[config.mk]
export PLATFORM = sky130hd
export DESIGN_NAME = tmr_cnt_core
export DESIGN_NICKNAME = d
export VERILOG_FILES = /design/src/rtl/tmr_cnt_core.sv
export SDC_FILE = /design/constraint.sdc
export NUM_CORES = 1
export LEC_CHECK = 0
export CAP_MARGIN = 20
export CORE_MARGIN = 4
export CORE_UTILIZATION = 50
export CTS_CLUSTER_DIAMETER = 80
export DETAILED_ROUTE_END_ITERATION = 12
export MAX_ROUTING_LAYER = met4
export PLACE_DENSITY_LB_ADDON = 0.1
export SETUP_SLACK_MARGIN = 0.15
export SYNTH_ARGS = -nofsm -noshare
export SYNTH_HDL_FRONTEND = slang
export SYNTH_SLANG_ARGS = --single-unit
[constraint.sdc]
create_clock -name pclk -period 6.1 [get_ports pclk]
set_input_delay 0.61 -clock pclk [delete_from_list [all_inputs] [get_ports pclk]]
set_output_delay 0.61 -clock pclk [all_outputs]
set_load 0.02 [all_outputs]
[src/rtl/tmr_cnt_core.sv]
// -----------------------------------------------------------------------------
// tmr_cnt_core
//
// Parametrised timer counter core. Counts on qualified tmr_edge pulses while
// enabled, in free-run (wrap), auto-reload or one-shot mode, up or down.
// Raises registered one-cycle event pulses for overflow, underflow and compare
// match, each backed by a sticky write-1-to-clear flag.
//
// Parameters
//   CNT_WIDTH      counter width in bits (>= 2)
//   TCNT_RST       reset value of tcnt
//
// Ports
//   pclk           system clock, rising edge
//   preset_n       asynchronous active-low reset
//   tmr_edge       one-pclk count-step qualifier from the clock-source selector
//   cnt_enable     counting enabled
//   cnt_load       load cnt_load_value into tcnt (wins over a step)
//   cnt_load_value value taken by a load
//   cnt_dir        0 = count up, 1 = count down
//   cnt_mode       00 free-run, 01 auto-reload, 10 one-shot, 11 as free-run
//   reload_value   value taken at terminal count in auto-reload mode
//   cmp_value      compare value
//   flag_clr       write-1-to-clear: bit0 ovf, bit1 udf, bit2 cmp
//   tcnt           current count
//   ovf/udf/cmp_pulse  one-cycle event pulses, aligned with the new tcnt
//   ovf/udf/cmp_flag   sticky event flags
//   running        high while in RUN
//
// State table
//   state   | meaning
//   --------+-----------------------------------------------------------
//   IDLE    | not counting; waits for cnt_enable
//   RUN     | counting on each qualified tmr_edge
//   DONE    | one-shot expired, tcnt held at terminal; load or disable
//           | returns to IDLE
// -----------------------------------------------------------------------------
module tmr_cnt_core #(
   parameter int unsigned          CNT_WIDTH = 8,
   parameter logic [CNT_WIDTH-1:0] TCNT_RST  = '0
) (
   input  logic                 pclk,
   input  logic                 preset_n,
   input  logic                 tmr_edge,
   input  logic                 cnt_enable,
   input  logic                 cnt_load,
   input  logic [CNT_WIDTH-1:0] cnt_load_value,
   input  logic                 cnt_dir,
   input  logic [1:0]           cnt_mode,
   input  logic [CNT_WIDTH-1:0] reload_value,
   input  logic [CNT_WIDTH-1:0] cmp_value,
   input  logic [2:0]           flag_clr,
   output logic [CNT_WIDTH-1:0] tcnt,
   output logic                 ovf_pulse,
   output logic                 udf_pulse,
   output logic                 cmp_pulse,
   output logic                 ovf_flag,
   output logic                 udf_flag,
   output logic                 cmp_flag,
   output logic                 running
);

   typedef enum logic [1:0] {
      ST_IDLE = 2'd0,
      ST_RUN  = 2'd1,
      ST_DONE = 2'd2
   } state_t;

   localparam logic [1:0]           MODE_RELOAD  = 2'b01;
   localparam logic [1:0]           MODE_ONESHOT = 2'b10;
   localparam logic [CNT_WIDTH-1:0] CNT_MAX      = '1;
   localparam logic [CNT_WIDTH-1:0] CNT_ZERO     = '0;
   localparam logic [CNT_WIDTH-1:0] CNT_ONE      = CNT_WIDTH'(1);

   state_t                 state_q, state_d;
   logic [CNT_WIDTH-1:0]   tcnt_q, tcnt_d;
   logic                   ovf_pulse_q, ovf_pulse_d;
   logic                   udf_pulse_q, udf_pulse_d;
   logic                   cmp_pulse_q, cmp_pulse_d;
   logic [2:0]             flags_q, flags_d;

   logic                   step;
   logic                   at_term;
   logic                   term_step;

   // Step qualification and terminal detection
   always_comb begin
      step      = cnt_enable && tmr_edge && (state_q == ST_RUN) && !cnt_load;
      at_term   = cnt_dir ? (tcnt_q == CNT_ZERO) : (tcnt_q == CNT_MAX);
      term_step = step && at_term;
   end

   // Counter datapath and event generation
   always_comb begin
      tcnt_d      = tcnt_q;
      ovf_pulse_d = 1'b0;
      udf_pulse_d = 1'b0;
      cmp_pulse_d = 1'b0;

      if (cnt_load) begin
         // Loads never generate events, including compare.
         tcnt_d = cnt_load_value;
      end else if (step) begin
         if (!at_term) begin
            tcnt_d = cnt_dir ? (tcnt_q - CNT_ONE) : (tcnt_q + CNT_ONE);
         end else begin
            ovf_pulse_d = !cnt_dir;
            udf_pulse_d = cnt_dir;
            case (cnt_mode)
               MODE_RELOAD:  tcnt_d = reload_value;
               MODE_ONESHOT: tcnt_d = tcnt_q;
               default:      tcnt_d = cnt_dir ? CNT_MAX : CNT_ZERO;
            endcase
         end
         // Compare sees the value this step produces, so a wrap or reload
         // that lands on cmp_value fires together with ovf/udf.
         cmp_pulse_d = (tcnt_d == cmp_value);
      end
   end

   // Next-state logic
   always_comb begin
      state_d = state_q;
      case (state_q)
         ST_IDLE: begin
            if (cnt_enable) state_d = ST_RUN;
         end
         ST_RUN: begin
            if (!cnt_enable) begin
               state_d = ST_IDLE;
            end else if (term_step && (cnt_mode == MODE_ONESHOT)) begin
               state_d = ST_DONE;
            end
         end
         ST_DONE: begin
            if (cnt_load || !cnt_enable) state_d = ST_IDLE;
         end
         default: state_d = ST_IDLE;
      endcase
   end

   // Sticky flags: a new event outranks a clear in the same cycle.
   always_comb begin
      flags_d = {cmp_pulse_d, udf_pulse_d, ovf_pulse_d} | (flags_q & ~flag_clr);
   end

   always_ff @(posedge pclk or negedge preset_n) begin
      if (!preset_n) begin
         state_q     <= ST_IDLE;
         tcnt_q      <= TCNT_RST;
         ovf_pulse_q <= 1'b0;
         udf_pulse_q <= 1'b0;
         cmp_pulse_q <= 1'b0;
         flags_q     <= 3'b000;
      end else begin
         state_q     <= state_d;
         tcnt_q      <= tcnt_d;
         ovf_pulse_q <= ovf_pulse_d;
         udf_pulse_q <= udf_pulse_d;
         cmp_pulse_q <= cmp_pulse_d;
         flags_q     <= flags_d;
      end
   end

   assign tcnt      = tcnt_q;
   assign ovf_pulse = ovf_pulse_q;
   assign udf_pulse = udf_pulse_q;
   assign cmp_pulse = cmp_pulse_q;
   assign ovf_flag  = flags_q[0];
   assign udf_flag  = flags_q[1];
   assign cmp_flag  = flags_q[2];
   assign running   = (state_q == ST_RUN);

endmodule

==> run metrics, run 1 <==
wire length per cell=17.1 um; count of flip-flops with a built-in enable after synthesis=0; fillers=273; cell area after synthesis=0.00159 mm2; WL final=4760 um; Pleak=0.884 nW; Int Pwr=0.236 mW; gpl congestion=0.873; routed vias/inst=6.38; Net Sw Frac=0.376; Synth Warn #=0; Remaining DRCs=0; post-synthesis cell count=191; HPWL Detailed=3710 um; final count of negative-setup-slack endpoints=0; Peak VDD IR=0.117 mV; largest buffer count on any clock path=2; CP Class=in -> reg; nets@finish=279; die area=0.00414 mm2; GRT Overall Usage=0.239; Area Overhead vs Synth=33.4%; core area=0.00305 mm2; Hold Path Cell Cnt=2; antenna-violating nets left=0; share of cells above drive strength 1=0.0556; Post-Place Setup Slack=2660 ps; top-area cell type share of the netlist area=0.252; Worst Tran Pin Value=721 ps; PostCTS Resize Cnt=0; gr ovfl total=0; worst-path fanout max=12; CTS root buf=clkbuf_4; Startpoint Class=primary input; Hold-fix buffers, CTS=0; worst hold path type=reg -> reg; Power Density=179 mW/mm2; crit path time final=3180 ps; maxcap violations=0; CTS tree=built; largest net degree at the start of global routing=20; first-pass GRT wire length=7760 um; ranking of synthesized cells by area=dfrtp_1 (25%), ha_1 (6.3%), a221oi_1 (4.4%), o21ai_0 (3.8%), a21o_1 (3.3%); port buffer count=49; 1st-pass router iterations=5; RSZ-0062 raised after global routing=false; FP Rows=20; Die X-Extent=64.4 um; syn nets=235; Clk pin slew, worst setup/hold paths=100 ps; Initial Util=0.520; f_max=0.315 GHz; library cells used by synthesis=60; fin. max-slew vios=0; setup tns final=0 ps; sequential element share of the synthesized area=0.252; final worst slack=2920 ps; Flop pwr share=0.330; CTS Buf Count=3; outcome=complete, no violations; P_sw=0.142 mW; total clock sinks=16; initial antenna violation count=0; # IOs=50; Clock Latency Late Sink=300 ps; H-tree levels=1; critical path required time=6310 ps; Tcrit/Tclk final=0.521; top cell type by total area after synthesis=dfrtp_1; Clock Skew=9.16 ps; worst reg-to-reg path cell count=6; flops & latches, synth=16; Setup Buffers After CTS=0; Arr. time, crit path=3390 ps; Synth async-reset ratio=1.00; Syn Area/Cell=8.31 um2; Comb power frac=0.476; Rel. slew slack=0.518; final hold vios=0; vias in the first global route=1668; # diodes=0; die height=64.4 um; endpoint class of the critical path=register; Synth Flop Type=dfrtp_1; Clk pwr share=0.194; Vias=1775; initial drt markers=112
[area by class of cell]
| type | instances | area, um2 | area share |
|---|---|---|---|
| Multi-Input combinational cell | 154 | 1090 | 0.517 |
| Timing Repair Buffer | 49 | 490 | 0.232 |
| Sequential cell | 16 | 400 | 0.189 |
| Tap cell | 44 | 55.1 | 0.0260 |
| Inverter | 11 | 41.3 | 0.0195 |
| Clock buffer | 4 | 36.3 | 0.0171 |
[power groups by stage]
stage | Sequential [mW] | Combinational (mW) | Clock, mW
3_5_place_dp | 0.127 | 0.177 | 0
4_1_cts | 0.125 | 0.179 | 0.0743
5_1_grt | 0.126 | 0.196 | 0.0812
6_report | 0.125 | 0.180 | 0.0734
3_3_place_gp | 0.127 | 0.173 | 0
2_1_floorplan | 0.129 | 0.110 | 0
[critical path, stage by stage]
cell and delay (ps):
clkdlybuf4s50_1 490, inv_1 50, ha_1 440, and2b_1 370
o21ai_0 300, o311ai_0 230, o41ai_1 430, o221ai_1 240
o32ai_2 240
[per-layer routing]
metal  GRT usage  routed length [um]  vias up
li1            -                   -      824
met1       0.300                1900      841
met2       0.396                2380       98
met4      0.0660                  61        0
met3      0.0404                 420       12
met5           -                   0        -
[final timing paths]
path	start	endpoint	slack [ps]
min in group asynchronous	preset_n	tcnt[3]$_DFFE_PN0P_	730
hold / removal	flags_q[0]$_DFF_PN0_	flags_q[0]$_DFF_PN0_	550
max in group asynchronous	preset_n	state_q[1]$_DFFE_PN0P_	4910
hold reg to reg	flags_q[0]$_DFF_PN0_	flags_q[0]$_DFF_PN0_	550
setup / recovery	cnt_mode[0]	flags_q[2]$_DFF_PN0_	2920
setup reg to reg	tcnt[5]$_DFFE_PN0P_	flags_q[2]$_DFF_PN0_	3530
[kinds of logic after synthesis]
logic type / Yosys count / share of synthesized area
mux: 4 / 0.0260
xor+xnor: 8 / 0.0441
buf+inv: 21 / 0.0583
fa+ha+maj: 9 / 0.0757
simple gates: 66 / 0.234
compound gates: 67 / 0.310
flops: 16 / 0.252
[Yosys cell counts, drive strengths merged, types with 2 or more instances]
cell    number
dfrtp       16
nor2        15
o21ai       12
inv         11
nand2       11
a21oi       10
a221oi       8
ha           8
a21o         7
and3         7
clkbuf       6
nand3        6
nor3         6
xnor2        5
buf          4
nand2b       4
o31ai        4
mux2i        3
o22ai        3
xor2         3
a311oi       2
a31oi        2
a32oi        2
nor4         2
nor4b        2
o21a         2
o221ai       2
or3          2
or4          2
[flip-flops by register name (all words and copies together) (netlist names)]
signal	cells
state_q	2
ovf_pulse	1
udf_pulse	1
flags_q	3
cmp_pulse	1
tcnt	8
[cell usage in the layout (no fill, tap or decap), types with 6 or more instances in the layout]
master / n
and3_1: 6
nor3_1: 6
clkdlybuf4s50_1: 49
a21o_1: 7
inv_1: 11
ha_1: 8
nand3_1: 6
a221oi_1: 8
nor2_1: 14
a21oi_1: 9
o21ai_0: 12
nand2_1: 11
dfrtp_1: 16
[stage by stage]
stage | power, mW | hold slack (ps) | area, um2 | instances | util
after detailed placement | 0.304 | 536 | 2080 | 274 | 0.682
after CTS | 0.378 | 550 | 2120 | 278 | 0.694
after floorplan | 0.239 | 314 | 1590 | 191 | -
after global routing | 0.403 | 574 | 2120 | 278 | 0.694
final | 0.379 | 551 | 2120 | 278 | 0.694
after global placement | 0.300 | 525 | 2080 | 274 | 0.682
Note: power is estimated with default switching activity, not from simulation.
==> run 2, diff against run 1 <==
- CORE_UTILIZATION: 50 -> 47
- clock period: 6.1 -> 3.1 ns (I/O delays scaled with it)
==> run metrics, run 2 (synthesized netlist as in run 1, its figures left out) <==
outcome=complete, no violations; Setup Buffers After CTS=0 (unchanged); crit path from=cnt_dir; # IOs=50 (unchanged); gr ovfl total=0 (unchanged); initial drt markers=115 (+2.7%); highest routed metal layer=met4; CTS root buf=clkbuf_4; HPWL Detailed=3900 um (+5.2%); port buffer count=49 (unchanged); antenna-violating nets left=0 (unchanged); crit path buf inv count=1 (-1); worst reg-to-reg path cell count=6 (unchanged); Worst Tran Pin Value=715 ps (-5.64 ps); nets@finish=285 (+2.2%); crit path time final=2760 ps; CP Depth=8 (-1); critical path required time=3260 ps (-3050 ps); Remaining DRCs=0 (unchanged); largest net degree at the start of global routing=20 (unchanged); M1 wire length=2060 um (+8.7%); routed length on met3=345 um (-18%); CP Cell Sequence=clkdlybuf4s50_1 > fa_1 > and3_1 > o21a_1 > or4_4 > and3b_1 > o221ai_1 > o32ai_2; Rel. slew slack=0.522 (+0.00377); WL final=4900 um (+2.9%); fin. max-slew vios=0 (unchanged); die area=0.00437 mm2 (+5.6%); final count of negative-setup-slack endpoints=0 (unchanged); CP endpoint=flags_q[2]$_DFF_PN0_; Crit Reg-Reg Startpoint=tcnt[5]$_DFFE_PN0P_; maxcap violations=0 (unchanged); max reg flops=8 (unchanged); total clock sinks=16 (unchanged); H-tree levels=1 (unchanged); Tcrit/Tclk final=0.890; Hold-fix buffers, CTS=0 (unchanged); GRT Overall Usage=0.235 (-0.00345); CTS Buf Count=3 (unchanged); wire length per cell=17.3 um (+0.74%); FP Rows=20 (unchanged); Initial Util=0.504 (-0.0165); CP delay by family, top=simple AND/OR/NAND/NOR gates; Peak VDD IR=0.227 mV (+94%); initial antenna violation count=0 (unchanged); Critical Path Max Stage Delay=610 ps (+120 ps); gpl congestion=0.921 (+5.6%); PostCTS Resize Cnt=0 (unchanged); CTS tree=built; Startpoint Class=primary input; CP Class=in -> reg; # diodes=0 (unchanged); routed vias/inst=6.16 (-3.5%); worst hold path type=in -> async; die height=66.1 um (+2.8%); final hold vios=0 (unchanged); worst r2r dst=flags_q[2]$_DFF_PN0_; Power Density=344 mW/mm2 (+92%); WL met2=2440 um (+2.5%); setup tns final=0 ps (unchanged); vias in the first global route=1663 (-0.30%); Clk pin slew, worst setup/hold paths=90 ps (about the same); largest buffer count on any clock path=2 (unchanged); CP max-delay cell=clkdlybuf4s50_1; Clock Skew=2.34 ps (-6.82 ps); Vias=1750 (-1.4%); Pleak=0.913 nW (+3.3%); most common cell after layout, fill and taps aside=clkdlybuf4s50_1; R2R setup slack=580 ps (-2950 ps); Die X-Extent=66.1 um (+2.8%); hold_ws=445 ps (-106 ps); endpoint class of the critical path=register; share of cells above drive strength 1=0.0792 (+0.0236); core area=0.00315 mm2 (+3.3%); commonest cells after routing, fill and taps aside=clkdlybuf4s50_1 (49), dfrtp_1 (16), nor2_1 (14); worst-path fanout max=10 (-2); Clock Latency Late Sink=280 ps (-20 ps); f_max=0.363 GHz; first-pass GRT wire length=7890 um (+1.7%); 1st-pass router iterations=4 (-1); Area Overhead vs Synth=36.2%; Arr. time, crit path=2920 ps (-470 ps); RSZ-0062 raised after global routing=false
-- run 2: cell types whose count changed in the layout (fill, tap and decap cells not counted) --
cell / delta
buf_4: +6
-- run 2: through the flow --
| step | power [mW] | cells | cell area, um2 | setup WS, ps | utilization |
|---|---|---|---|---|---|
| finish | 0.744 | 284 | 2160 | 342 | 0.686 |
| global route | 0.791 | 284 | 2160 | 223 | 0.686 |
| CTS | 0.744 | 284 | 2160 | 365 | 0.686 |
| detailed placement | 0.609 | 280 | 2130 | 56.5 | 0.675 |
| global placement | 0.596 | 280 | 2130 | 149 | 0.675 |
| floorplan | 0.470 | 191 | 1590 | 723 | - |
-- run 2: layout make-up --
type                            instances  area, um2
Sequential cell                        16        400
Timing Repair Buffer                   55        536
Multi-Input combinational cell        154       1090
Fill cell                             273        990
Clock buffer                            4       36.3
Inverter                               11       41.3
Tap cell                               44       55.1
-- run 2: layer usage --
layer | global-route usage | up-vias
met5 | - | -
met4 | 0.00761 | 0
met3 | 0.0323 | 8
met2 | 0.410 | 86
met1 | 0.307 | 820
li1 | - | 836
-- run 2: power by group --
group | switching [mW] | leakage, nW | total, mW | internal [mW]
registers | 0.0229 | 0.206 | 0.243 | 0.220
clock network | 0.0652 | 0.0210 | 0.137 | 0.0715
logic | 0.184 | 0.686 | 0.364 | 0.180
-- run 2: how the worst min path moves through the flow --
stage / start / end / slack [ps] / cells after the start
after global routing: preset_n / flags_q[0]$_DFF_PN0_ / 500 / 1
after floorplan: preset_n / cmp_pulse$_DFF_PN0_ / 10 / 0
after detailed placement: flags_q[2]$_DFF_PN0_ / flags_q[2]$_DFF_PN0_ / 540 / 2
after CTS: preset_n / flags_q[0]$_DFF_PN0_ / 460 / 1
final: preset_n / udf_pulse$_DFF_PN0_ / 450 / 1
after global placement: flags_q[2]$_DFF_PN0_ / flags_q[2]$_DFF_PN0_ / 520 / 2
